**src/rtl/serial_frame_tx.sv**
```systemverilog
// Framed serial transmitter: start, 4 data bits MSB first, optional even parity, stop.
// Line idles low; start is high, stop is low.
module serial_frame_tx #(
    parameter int BIT_CYCLES = 4,
    parameter bit PARITY_EN  = 1'b1
) (
    input  logic       clk,
    input  logic       rst,
    input  logic [3:0] data_in,
    input  logic       valid,
    output logic       ready,
    output logic       ser_out,
    output logic       busy,
    output logic       done
);

    typedef enum logic [2:0] {
        IDLE,
        START,
        DATA,
        PARITY,
        STOP
    } state_t;

    localparam logic [7:0] LAST = 8'(BIT_CYCLES - 1);

    state_t     state, state_n;
    logic [7:0] cnt, cnt_n;
    logic [1:0] idx, idx_n;
    logic [3:0] shreg, shreg_n;
    logic       par, par_n;
    logic       ser_n;
    logic       tc;

    assign tc    = (cnt == LAST);
    assign ready = (state == IDLE);
    assign busy  = (state != IDLE);
    assign done  = (state == STOP) && tc;

    always_ff @(posedge clk) begin
        if (rst) begin
            state   <= IDLE;
            cnt     <= 8'd0;
            idx     <= 2'd0;
            shreg   <= 4'd0;
            par     <= 1'b0;
            ser_out <= 1'b0;
        end else begin
            state   <= state_n;
            cnt     <= cnt_n;
            idx     <= idx_n;
            shreg   <= shreg_n;
            par     <= par_n;
            ser_out <= ser_n;
        end
    end

    always_comb begin
        state_n = state;
        cnt_n   = cnt;
        idx_n   = idx;
        shreg_n = shreg;
        par_n   = par;
        ser_n   = 1'b0;

        if (state != IDLE) begin
            cnt_n = tc ? 8'd0 : cnt + 8'd1;
        end

        case (state)
            IDLE: begin
                if (valid) begin
                    state_n = START;
                    cnt_n   = 8'd0;
                    idx_n   = 2'd3;
                    shreg_n = data_in;
                    par_n   = ^data_in;
                end
            end
            START: begin
                if (tc) begin
                    state_n = DATA;
                    idx_n   = 2'd3;
                end
            end
            DATA: begin
                if (tc) begin
                    if (idx == 2'd0) begin
                        state_n = PARITY_EN ? PARITY : STOP;
                    end else begin
                        idx_n = idx - 2'd1;
                    end
                end
            end
            PARITY: begin
                if (tc) state_n = STOP;
            end
            STOP: begin
                if (tc) state_n = IDLE;
            end
            default: state_n = IDLE;
        endcase

        // Line value is registered, so it follows the state being entered.
        case (state_n)
            START:   ser_n = 1'b1;
            DATA:    ser_n = shreg_n[idx_n];
            PARITY:  ser_n = par_n;
            default: ser_n = 1'b0;
        endcase
    end

endmodule

```
**config.mk**
```make
export PLATFORM = sky130hd
export DESIGN_NAME = serial_frame_tx
export DESIGN_NICKNAME = d
export VERILOG_FILES = /design/src/rtl/serial_frame_tx.sv
export SDC_FILE = /design/constraint.sdc
export NUM_CORES = 1
export LEC_CHECK = 0
export ABC_AREA = 1
export CORE_MARGIN = 3
export CORE_UTILIZATION = 40
export DETAILED_ROUTE_END_ITERATION = 7
export GPL_TIMING_DRIVEN = 1
export PLACE_DENSITY_LB_ADDON = 0.12
export SYNTH_ARGS = -nofsm -noshare
export SYNTH_HDL_FRONTEND = slang
export SYNTH_SLANG_ARGS = --single-unit
```
**constraint.sdc**
```tcl
create_clock -name clk -period 1.7 [get_ports clk]
set_input_delay 0.34 -clock clk [delete_from_list [all_inputs] [get_ports clk]]
set_output_delay 0.34 -clock clk [all_outputs]
set_load 0.05 [all_outputs]
```
==> flow_summary.toml <==
[status]
outcome = "finished, final reports clean"

[timing]
hold_viol_final = 0
fin_setup_tns_ns = 0
finalMaxSlewViolations = 0
grt_setup_unrepaired = "yes"
setup_ws_ns = 0.0468
worst_pin_slew_ns = 0.276
holdWs_ns = 0.489
fin_skew_ns = 0.00324
min_period_ns = 1.65
setup_violations = 0
fin_crit_sh = 0.972
relSlewSlack = 0.814
fmax_ghz = 0.605

[layout]
layout-drive-gt1-share = 0.216
finalNonFillerCells = 220
final_common_cell = "nand2_1"
n_antenna_cell = 0
syn_to_final_growth_pct = 24.2
final_cell_mix = "nand2_1, inv_1, nor2_1, dfxtp_1, nand3_1"
fin_nets = 199

[pwr]
cellInternalPower_uw = 657
power_density_nw_per_um2 = 659
max-vdd-ir-drop_mv = 0.417
switchingPower_uw = 291
pwr-share-clk = 0.241
pwr-share-comb = 0.252
switching_share = 0.307
p_leak_nw = 0.601
finalPower_uw = 947
seq_power_share = 0.506

[grt]
met1_usage = 0.187
grt_busiest_layer = "met2"
grt_usage = 0.151
grt_pass1_wl_mm = 4.11
grt_pass1_vias = 1049
grtUsageMet3 = 0.0216
grt_max_degree = 13
grtUsageMet2 = 0.248
antenna_found_initial = 0
grt_overflow_total = 0

[drt]
remaining_drc_errors = 0
ant_nets = 0
first_pass_iters = 4
wl_per_cell_um = 11.3
finalWirelength_mm = 2.48
viasPerCell = 5.17
dr_total_vias = 1138
first_iter_violations = 33

[synth]
synth_edf_count = 0
yosys_most_used_dff = "dfxtp_1"
syn_inst = 169
ys_seq_area_frac = 0.329
ys_ff_latch = 19
syn-num-nets = 177
syn_avg_cell_area_um2 = 6.85
synthArstFlopShare = 0
synth_area_um2 = 1160
ys_warn_count = 0
synth.distinct_cells = 27

[die]
start_util = 0.443
core_area_um2 = 2610
fp.dieH_um = 59.8
num_rows = 18
dieArea_um2 = 3570
fp.dieW_um = 59.8
ios = 11

[clock_network]
numCtsBuffers = 3
clock_latency_ns = 0.30
cts_root_buffer = "clkbuf_4"
cts_max_level = 1
clock_sinks = 19
clk_pin_slew_ns = 0.11
clk_path_buf_depth = 2
tritoncts = "done"

[placement]
place.gp.congestion = 0.822
dp_slack_ns = -0.0230
port_buffers = 10
hpwl_mm = 1.87
place_inst = 214

[setup_path]
required_ns = 1.36
worst_setup_path_start_kind = "flop"
end_kind = "output port"
crit_arrival_ns = 1.31
cp_max_fo = 4
path_class = "reg2out"

[hold_path]
hold_path_class = "reg2reg"

[flow_run]
cap_violations = 0
final cells by class:
type / instances / area (µm²)
clock buffers: 4 / 26.3
fillers: 259 / 1170
inverters: 26 / 100
multi-input cells: 123 / 701
flip-flops and latches: 19 / 385
well taps: 30 / 37.5
repair buffers: 18 / 188
routing by layer:
layer	routed length [µm]	share of wire
met5	0	0
met4	55	0.022
met3	108	0.044
met2	1160	0.47
met1	1160	0.47
cells by family after synthesis:
family / Yosys count / share of synthesized area
AO/OA/AOI/OAI: 29 / 0.145
XOR/XNOR: 5 / 0.0378
flip-flops: 19 / 0.329
adder cells (fa/ha/maj): 1 / 0.0108
AND/OR/NAND/NOR: 88 / 0.390
buffers and inverters: 27 / 0.0876
cell usage after synthesis (2+ instances only):
library cell,instances,area [µm²]
xnor2_1,2,17.5
nand3_1,11,55.1
dfxtp_1,19,380
xor2_1,3,26.3
nand4_1,3,18.8
inv_2,4,15.0
nor2_1,16,60.1
nand2_1,42,158
o21ai_0,10,50.1
a21oi_1,10,50.1
nor3_1,2,10.0
nor2_8,2,40.0
nor2_4,3,33.8
a31oi_1,2,12.5
nor2_2,4,25.0
o21a_1,2,15.0
inv_1,22,82.6
o21ai_1,3,15.0
flip-flops by register name, indices dropped and copies added (netlist names):
signal,cells
cnt,8
shreg,4
state,3
idx,2
par,1
ser_out,1
critical path, cell delays in order (launching register included):
cell and delay [ns]:
dfxtp_2 0.37, ha_4 0.17, nand3_4 0.10, nor2_8 0.11, inv_4 0.04, nor2_4 0.09, buf_12 0.14
timing repair:
action / CTS / global route
pin swaps: 2 / 1
buffers inserted: 2 / 0
setup endpoints to repair: 1 / 1
gates resized for setup: 7 / 2
hold buffers: 0 / 0
path summary, 6_finish.rpt:
| check | start | end | slack (ns) | cells past startpoint |
|---|---|---|---|---|
| setup / recovery | cnt[1] | done | 0.05 | 6 |
| hold / removal | shreg[2] | shreg[2] | 0.49 | 2 |
| setup reg to reg | cnt[1] | ser_out | 0.16 | 11 |
| hold reg to reg | shreg[2] | shreg[2] | 0.49 | 2 |
stage by stage:
step	area, µm²	util
3_3_place_gp	1370	0.525
6_report	1440	0.550
3_5_place_dp	1370	0.525
5_1_grt	1440	0.550
4_1_cts	1440	0.549
2_1_floorplan	1160	-
power groups by stage:
| stage | logic [mW] | registers (mW) | clock network, mW |
|---|---|---|---|
| 3_3_place_gp | 0.231 | 0.488 | 0 |
| 4_1_cts | 0.239 | 0.480 | 0.246 |
| 3_5_place_dp | 0.232 | 0.488 | 0 |
| 5_1_grt | 0.264 | 0.482 | 0.261 |
| 6_report | 0.239 | 0.480 | 0.229 |
| 2_1_floorplan | 0.145 | 0.494 | 0 |
No activity file was read; power rests on OpenSTA's default activity.
